==> src/rtl/lmdpl_pkg.sv <==
// Shared types and default timing constants for the LMDPL phase controller.
// Phase decode helper keeps the encoder and the FSM in agreement about when rails may carry data.
package lmdpl_pkg;

   typedef enum logic [2:0] {
      IDLE,
      PRE,
      EVAL,
      SAMP,
      DONE
   } state_t;

   typedef enum logic {
      PHASE_ZERO,
      PHASE_EVAL
   } phase_t;

   localparam int PRE_CYCLES_DEF  = 1;
   localparam int EVAL_CYCLES_DEF = 2;
   localparam int ROUNDS_DEF      = 10;

   // Only EVAL and SAMP may expose the evaluate pattern on the rails.
   function automatic phase_t phase_of(input state_t s);
      return (s == EVAL || s == SAMP) ? PHASE_EVAL : PHASE_ZERO;
   endfunction

endpackage

==> src/rtl/lmdpl_phase_ctrl_if.sv <==
// Operand, mask and dual-rail bundle between the phase controller and its environment.
interface lmdpl_phase_ctrl_if #(parameter int W = 8);

   logic         start;
   logic [W-1:0] data_in;
   logic [W-1:0] mask_in;
   logic [W-1:0] res_t;
   logic [W-1:0] res_f;
   logic [W-1:0] rail_t;
   logic [W-1:0] rail_f;
   logic [W-1:0] mask_q;
   logic [W-1:0] result;
   logic         busy;
   logic         done;
   logic         err;

   modport master (
      output start, data_in, mask_in, res_t, res_f,
      input  rail_t, rail_f, mask_q, result, busy, done, err
   );

   modport slave (
      input  start, data_in, mask_in, res_t, res_f,
      output rail_t, rail_f, mask_q, result, busy, done, err
   );

endinterface

==> src/rtl/lmdpl_rail_encoder.sv <==
// Combinational masked dual-rail encoder: all-zero rails outside evaluation,
// complementary masked pair during evaluation.
module lmdpl_rail_encoder
   import lmdpl_pkg::*;
#(
   parameter int W = 8
) (
   input  logic [W-1:0] data,
   input  logic [W-1:0] mask,
   input  phase_t       phase,
   output logic [W-1:0] rail_t,
   output logic [W-1:0] rail_f
);

   always_comb begin
      rail_t = '0;
      rail_f = '0;
      if (phase == PHASE_EVAL) begin
         rail_t = data ^ mask;
         rail_f = ~(data ^ mask);
      end
   end

endmodule

==> src/rtl/lmdpl_phase_ctrl.sv <==
// Precharge/evaluate/sample sequencer for a masked dual-rail gate network.
// Rails are decoded from the registered state so a reset zeroes them on the very next cycle.
module lmdpl_phase_ctrl
   import lmdpl_pkg::*;
#(
   parameter int W           = 8,
   parameter int PRE_CYCLES  = PRE_CYCLES_DEF,
   parameter int EVAL_CYCLES = EVAL_CYCLES_DEF,
   parameter int ROUNDS      = ROUNDS_DEF
) (
   input  logic                clk,
   input  logic                rst_n,
   lmdpl_phase_ctrl_if.slave   bus
);

   localparam logic [3:0] PRE_LAST   = 4'(PRE_CYCLES - 1);
   localparam logic [3:0] EVAL_LAST  = 4'(EVAL_CYCLES - 1);
   localparam logic [3:0] ROUND_LAST = 4'(ROUNDS - 1);

   state_t       state;
   logic [3:0]   phase_cnt;
   logic [3:0]   round_cnt;
   logic [W-1:0] data_q;
   logic [W-1:0] mask_r;
   logic [W-1:0] result_r;
   logic         busy_r;
   logic         done_r;
   logic         err_r;

   always_ff @(posedge clk) begin
      if (!rst_n) begin
         state     <= IDLE;
         phase_cnt <= '0;
         round_cnt <= '0;
         data_q    <= '0;
         mask_r    <= '0;
         result_r  <= '0;
         busy_r    <= 1'b0;
         done_r    <= 1'b0;
         err_r     <= 1'b0;
      end else begin
         done_r <= 1'b0;
         case (state)
            IDLE: begin
               if (bus.start) begin
                  data_q    <= bus.data_in;
                  mask_r    <= bus.mask_in;
                  round_cnt <= '0;
                  phase_cnt <= '0;
                  err_r     <= 1'b0;
                  busy_r    <= 1'b1;
                  state     <= PRE;
               end
            end
            PRE: begin
               if (phase_cnt == PRE_LAST) begin
                  phase_cnt <= '0;
                  state     <= EVAL;
               end else begin
                  phase_cnt <= phase_cnt + 4'd1;
               end
            end
            EVAL: begin
               if (phase_cnt == EVAL_LAST) begin
                  phase_cnt <= '0;
                  state     <= SAMP;
               end else begin
                  phase_cnt <= phase_cnt + 4'd1;
               end
            end
            SAMP: begin
               result_r  <= bus.res_t;
               phase_cnt <= '0;
               // A pair reading 00 or 11 means the network lost its dual-rail encoding.
               if (|(~(bus.res_t ^ bus.res_f))) begin
                  err_r <= 1'b1;
               end
               if (round_cnt == ROUND_LAST) begin
                  done_r <= 1'b1;
                  state  <= DONE;
               end else begin
                  round_cnt <= round_cnt + 4'd1;
                  mask_r    <= bus.mask_in;
                  state     <= PRE;
               end
            end
            DONE: begin
               phase_cnt <= '0;
               busy_r    <= 1'b0;
               state     <= IDLE;
            end
            default: begin
               phase_cnt <= '0;
               busy_r    <= 1'b0;
               state     <= IDLE;
            end
         endcase
      end
   end

   lmdpl_rail_encoder #(.W(W)) encoder (
      .data   (data_q),
      .mask   (mask_r),
      .phase  (phase_of(state)),
      .rail_t (bus.rail_t),
      .rail_f (bus.rail_f)
   );

   assign bus.mask_q = mask_r;
   assign bus.result = result_r;
   assign bus.busy   = busy_r;
   assign bus.done   = done_r;
   assign bus.err    = err_r;

endmodule

==> src/flat_wrapper.sv <==
// flat-port wrapper written by rule: the top's interface ports become plain ports
module lmdpl_phase_ctrl_flat import lmdpl_pkg::*;
#(
   parameter int W           = 8,
   parameter int PRE_CYCLES  = PRE_CYCLES_DEF,
   parameter int EVAL_CYCLES = EVAL_CYCLES_DEF,
   parameter int ROUNDS      = ROUNDS_DEF
)
  (clk, rst_n, bus_start, bus_data_in, bus_mask_in, bus_res_t, bus_res_f, bus_rail_t, bus_rail_f, bus_mask_q, bus_result, bus_busy, bus_done, bus_err);
  lmdpl_phase_ctrl_if #(.W(W)) bus_i ();
  input  logic clk;
  input  logic rst_n;
  input wire logic [$bits(bus_i.start)-1:0] bus_start;
  input wire logic [$bits(bus_i.data_in)-1:0] bus_data_in;
  input wire logic [$bits(bus_i.mask_in)-1:0] bus_mask_in;
  input wire logic [$bits(bus_i.res_t)-1:0] bus_res_t;
  input wire logic [$bits(bus_i.res_f)-1:0] bus_res_f;
  output wire logic [$bits(bus_i.rail_t)-1:0] bus_rail_t;
  output wire logic [$bits(bus_i.rail_f)-1:0] bus_rail_f;
  output wire logic [$bits(bus_i.mask_q)-1:0] bus_mask_q;
  output wire logic [$bits(bus_i.result)-1:0] bus_result;
  output wire logic [$bits(bus_i.busy)-1:0] bus_busy;
  output wire logic [$bits(bus_i.done)-1:0] bus_done;
  output wire logic [$bits(bus_i.err)-1:0] bus_err;
  assign bus_i.start = bus_start;
  assign bus_i.data_in = bus_data_in;
  assign bus_i.mask_in = bus_mask_in;
  assign bus_i.res_t = bus_res_t;
  assign bus_i.res_f = bus_res_f;
  assign bus_rail_t = bus_i.rail_t;
  assign bus_rail_f = bus_i.rail_f;
  assign bus_mask_q = bus_i.mask_q;
  assign bus_result = bus_i.result;
  assign bus_busy = bus_i.busy;
  assign bus_done = bus_i.done;
  assign bus_err = bus_i.err;
  lmdpl_phase_ctrl #(.W(W), .PRE_CYCLES(PRE_CYCLES), .EVAL_CYCLES(EVAL_CYCLES), .ROUNDS(ROUNDS)) u_core (.clk(clk), .rst_n(rst_n), .bus(bus_i));
endmodule
==> config.mk <==
export PLATFORM = sky130hd
export DESIGN_NAME = lmdpl_phase_ctrl_flat
export DESIGN_NICKNAME = d
export VERILOG_FILES = /design/src/rtl/lmdpl_pkg.sv /design/src/rtl/lmdpl_phase_ctrl_if.sv /design/src/rtl/lmdpl_rail_encoder.sv /design/src/rtl/lmdpl_phase_ctrl.sv /design/src/flat_wrapper.sv
export SDC_FILE = /design/constraint.sdc
export NUM_CORES = 1
export LEC_CHECK = 0
export CAP_MARGIN = 5
export CORE_UTILIZATION = 25
export DETAILED_ROUTE_END_ITERATION = 10
export REMOVE_ABC_BUFFERS = 1
export SYNTH_ARGS = -nofsm -noshare
export SYNTH_HDL_FRONTEND = slang
export SYNTH_HIERARCHICAL = 1
export SYNTH_SLANG_ARGS = --single-unit
==> constraint.sdc <==
create_clock -name clk -period 2.2 [get_ports clk]
set_input_delay 0.44 -clock clk [delete_from_list [all_inputs] [get_ports clk]]
set_output_delay 0.44 -clock clk [all_outputs]
set_load 0.03 [all_outputs]
=== Yosys cells after proc, flatten, opt, wreduce, memory -nomap -nowiden ===
Cells that the tools add are included.

* Bits in registers: 38
* Word-level logic and storage cells: 61
* Bits of input ports: 35
* Output and inout bits: 35

* Bitwise logic cells: 5
* Eq/ne operators: 10
* $add $sub $neg: 2
* Reduce and logical (&&, ||, !) cells: 12
* Muxes and demuxes: 23

{| class="wikitable"
|+ Operators with widths
! cell !! number
|-
| $mux 8 || 4
|-
| $mux 4 || 4
|-
| $not 8->8 || 2
|-
| $pmux 8 s2 || 1
|-
| $xor 8x8->8 || 2
|-
| $mux 3 || 4
|-
| $pmux 3 s4 || 1
|-
| $pmux 4 s3 || 1
|-
| $reduce_and 3->1 || 3
|-
| $add 4x1->4 const B || 2
|-
| $pmux 4 s2 || 1
|-
| $reduce_or 8->1 || 1
|-
| $eq 3x2->1 const B || 2
|-
| $ne 2x1->1 const B || 3
|-
| $reduce_and 2->1 || 3
|-
| $mux 1 || 5
|-
| $eq 4x1->1 const B || 1
|-
| $eq 4x4->1 const B || 1
|-
| $logic_not 4->1 || 1
|-
| $ne 2x2->1 const B || 2
|-
| $pmux 1 s2 || 2
|-
| $eq 3x1->1 const B || 1
|-
| $logic_not 3->1 || 1
|-
| $reduce_or 3->1 || 1
|-
| 3 further kinds || 3
|}

=== Depth between registers and ports, before layout ===
* Word-level depth: 5
* Mapped depth: 7

=== Hierarchy ===
The synthesis kept the hierarchy.

{| class="wikitable"
|+ By module, submodules not included
! module !! times used !! area each (µm²) !! sequential area each (µm²) !! cells each
|-
| lmdpl_phase_ctrl || 1 || 1734.2 || 760.7 || 193
|-
| lmdpl_rail_encoder || 1 || 163.9 || 0.0 || 25
|}

=== Least setup slack after synthesis ===
Ideal clock, no wire load.

* Path kind: register -> output
* From: register u_core.state[1]
* To: output port bus_rail_f[6]
* Data required time: 1.760 ns
* Arrival: 1.282 ns
* Path slack: 0.478 ns
* Cell stages (with the launch flop): 6
* Path buffers: 1
* Path through: dfxtp_1 -> buf_6 -> inv_4 -> nor2_1 -> inv_2 -> nor2_1

* Cells in the longest elaborated chain, start to end: 4
* Elaborated cells on any way between the ends: 5

{| class="wikitable"
|+ Ends and longest elaborated chain
! item !! line !! text
|-
| start: declaration || lmdpl_phase_ctrl.sv:20 || <nowiki>state_t state;</nowiki>
|-
| start signal: assignment || lmdpl_phase_ctrl.sv:32 || <nowiki>state <= IDLE;</nowiki>
|-
| start signal: assignment || lmdpl_phase_ctrl.sv:52 || <nowiki>state <= PRE;</nowiki>
|-
| start signal: assignment || lmdpl_phase_ctrl.sv:58 || <nowiki>state <= EVAL;</nowiki>
|-
| $eq 3x2->1 || lmdpl_pkg.sv:24 || <nowiki>return (s == EVAL || s == SAMP) ? PHASE_EVAL : PHASE_ZERO;</nowiki>
|-
| $logic_or 1x1->1 * || lmdpl_pkg.sv:24 ||
|-
| $mux 1 * || lmdpl_pkg.sv:24 ||
|-
| $mux 8 * || lmdpl_rail_encoder.sv:18 || <nowiki>if (phase == PHASE_EVAL) begin</nowiki>
|-
| end: declaration || flat_wrapper.sv:19 || <nowiki>output wire logic [$bits(bus_i.rail_f)-1:0] bus_rail_f;</nowiki>
|}

Mark *: on every way between the ends. The rest lies on a longest branch, timed or not.

=== Worst setup path after layout ===
* From: register u_core.state[2]
* To: output port bus_rail_f[6]

Same word-level chain as after synthesis.

==> flow_metrics.py <==
metrics = {
    "worst_setup_path": {
        "end_kind": "output pin",
        "path_max_fanout": 9,
        "worstSetupStartpointType": "flip-flop",
        "crit_buf_inv": 3,
        "cpPeakStageDelay_ps": 580,
        "cp_slowest_cell": "dfxtp_1",
        "crit_type": "reg2out",
        "crit_family": "flip-flops",
        "crit_chain": "nor2_1, buf_4, inv_2, nor2_1, buf_4",
        "arrival_ps": 1510,
        "reg2regPathDepth": 4,
        "worstPathRequired_ps": 1760,
        "rr_startpoint": "u_core/state[0]",
        "r2r_end": "u_core/round_cnt[0]",
        "r2r_slack_ps": 410,
    },
    "global_route": {
        "grtUsageTotal_pct": 11.9,
        "grt_max_degree": 20,
        "grt-ovfl-total": 0,
        "antenna_found_initial": 0,
        "grt_pass1_wl_um": 7190,
        "grt_pass1_vias": 1569,
    },
    "power": {
        "irDropWorstVdd_uv": 336,
        "internal_power_mw": 1.63,
        "seqPwrFrac_pct": 34.7,
        "pwr-share-comb_pct": 37.0,
        "power.density_nw_per_um2": 895,
        "swShare_pct": 34.7,
        "p_clk_share_pct": 28.3,
        "fin_total_pwr_mw": 2.49,
        "power_switching_mw": 0.864,
        "p_leak_nw": 1.07,
    },
    "finish": {
        "syn_to_final_growth_pct": 46.9,
        "drive_above_1_share_pct": 15.8,
        "antenna_cells": 0,
        "nets": 332,
        "mostFrequentLayoutCell": "clkdlybuf4s50_1",
        "finalInstanceArea_sq_um": 2790,
        "multiInputGateArea_sq_um": 1040,
        "layout.area.seq_sq_um": 762,
        "fill_cells": 767,
        "final_cell_mix": "clkdlybuf4s50_1, nand2_1, dfxtp_1, nor2_1, buf_4",
    },
    "clock_network": {
        "cts_tree": "yes",
        "clk_pin_slew_worst_paths_ps": 80,
        "clockBufferDepth": 2,
        "hold_buffers": 0,
        "clock-root-buffer": "clkbuf_8",
        "clk_latency_ps": 290,
        "htree_num_levels": 2,
        "cts_sinks": 38,
        "cts-buffers-inserted": 5,
    },
    "worst_hold_path": {
        "whs_endpoint": "u_core/bus.result[6]",
        "min_from": "u_core/bus.result[6]",
        "hold_path_class": "reg2reg",
        "worstHoldPathCells": 2,
    },
    "yosys": {
        "ys_seq_area_share_pct": 40.1,
        "synth_top_area_cell": "dfxtp_1",
        "yosys_register_bits": 38,
        "synth_top_cells_by_area": "dfxtp_1, nand2_1, nor2_1, xor2_1, mux2i_1",
        "synth-async-reset-ratio_pct": 0,
        "yosys_warnings": 6,
        "synthSimpleGateAreaFrac_pct": 24.6,
        "synth_edf_count": 0,
        "netlist.area_leader.share_pct": 40.1,
        "synth_top_family_by_area": "simple AND/OR/NAND/NOR gates",
        "yosys.cell_types.count": 39,
        "syn_inst": 218,
        "syn_avg_cell_area_sq_um": 8.71,
        "synth.mux.area_fraction_pct": 4.22,
        "ys.flop_type": "dfxtp_1",
        "netlist_area_sq_um": 1900,
        "synth_xor_area_share_pct": 9.23,
        "synth_compound_area_share_pct": 12.8,
        "synth_fa_ha_area_share_pct": 3.96,
    },
    "die": {
        "rows": 31,
        "die_x_um": 89.1,
        "fp.dieH_um": 89.1,
        "die_area_sq_um": 7950,
        "fp.coreArea_sq_um": 7290,
        "io_pins": 70,
        "start_util_pct": 26.0,
    },
    "sta": {
        "fmax_mhz": 514,
        "post-route-min-period_ps": 1950,
        "hold_viol_final": 0,
        "hold_slack_ps": 456,
        "worst_slew_pin_slew_ps": 598,
        "rsz0062_at_grt": "false",
        "fin_crit_sh_pct": 88.4,
        "fin_skew_ps": 8.55,
        "drv_slew": 0,
        "setup_violations": 0,
        "max_slew_margin_pct": 60.0,
        "tns_ps": 0,
    },
    "detailed_routing": {
        "routedWlPerCell_um": 11.5,
        "ant_nets": 0,
        "vias_per_cell": 4.30,
        "dr.pass1.iters": 4,
        "finalWirelength_um": 4490,
        "via_count": 1682,
        "drc": 0,
        "drtIter0Drc": 75,
    },
    "placed_design": {
        "dp_hpwl_um": 3420,
        "port_buffers": 69,
        "postPlaceCellArea_sq_um": 2650,
        "gp_congestion": 0.746,
    },
    "job": {
        "max_cap_violations": 0,
    },
    "status": {
        "run_status": "finished clean",
    },
}
[stage by stage]
| step | setup slack (ps) | cells | util (%) |
|---|---|---|---|
| finish | 255 | 391 | 38.2 |
| global route | 130 | 391 | 38.2 |
| CTS | 116 | 391 | 38.2 |
| detailed placement | 287 | 383 | 36.3 |
| global placement | 324 | 383 | 36.3 |
| floorplan | 355 | 209 | - |
[Yosys cell counts, types with 2 or more instances]
master	number
mux2i_1	8
o21ai_0	4
nor2_1	27
xor2_1	11
buf_6	4
nand3_1	3
a21boi_0	10
a21oi_1	10
nor2b_1	4
inv_2	2
and2_2	8
dfxtp_1	38
nand4_1	3
nand2_1	40
or3_1	2
xnor2_1	9
clkbuf_1	3
ha_1	6
nor3_1	3
inv_1	4
[flip-flops by register name, summed over array words and instances, names as in the netlist]
name / flops
u_core/phase_cnt: 4
u_core/round_cnt: 4
u_core/bus.result: 8
u_core/bus.err: 1
u_core/data_q: 8
u_core/bus.mask_q: 8
u_core/bus.done: 1
u_core/bus.busy: 1
u_core/state: 3
[what timing repair did]
item,4_1_cts,5_1_grt
gates resized for setup,0,1
endpoints found under the setup margin,0,2
buffers inserted,0,0
[metal layers]
| layer | part of all wire (%) | vias to the layer above | wire [um] | GRT usage [%] |
|---|---|---|---|---|
| met5 | 0 | - | 0 | 0 |
| met4 | 0.91 | 0 | 41 | 4.76 |
| met3 | 9.3 | 4 | 416 | 4.16 |
| met2 | 43 | 60 | 1940 | 18.8 |
| met1 | 47 | 749 | 2100 | 14.7 |
| li1 | - | 869 | - | - |
[area by class of cell]
class / instances / area share (%)
clock buffer: 5 / 2.47
tap: 99 / 4.44
timing repair buffer: 75 / 25.0
inverter: 7 / 1.03
sequential: 38 / 27.3
multi-input combinational: 164 / 37.3
clock inverter: 3 / 2.47
[tightest hold or removal path, stage by stage, from the launching register on]
cell,delay [ps]
dfxtp_1,310
nand2_1,50
a21oi_1,50
[power groups by stage]
stage	Sequential [mW]	Combinational, mW	Clock [mW]
finish	0.865	0.924	0.706
global route	0.883	1.01	0.763
CTS	0.864	0.935	0.733
detailed placement	0.880	0.932	0
global placement	0.881	0.919	0
floorplan	0.937	0.506	0
[kinds of logic (layout without fill, tap and decap cells)]
kind of cell	Yosys count	after routing
AO/OA/AOI/OAI	33	33
flip-flops	38	38
AND/OR/NAND/NOR	97	97
buffers and inverters	16	90
multiplexers	8	8
adder cells (fa/ha/maj)	6	6
XOR/XNOR	20	20
[worst max path at each step]
stage | endpoint | slack (ps) | depth (start not counted) | from
detailed placement | u_core/bus.err | 290 | 5 | bus_start
floorplan | bus_rail_f[6] | 360 | 4 | u_core/state[1]
global placement | u_core/bus.err | 320 | 5 | bus_start
CTS | bus_rail_f[6] | 120 | 6 | u_core/state[1]
global route | bus_rail_t[0] | 130 | 5 | u_core/state[2]
finish | bus_rail_f[6] | 250 | 5 | u_core/state[2]
Note: power is estimated with default switching activity, not from simulation.
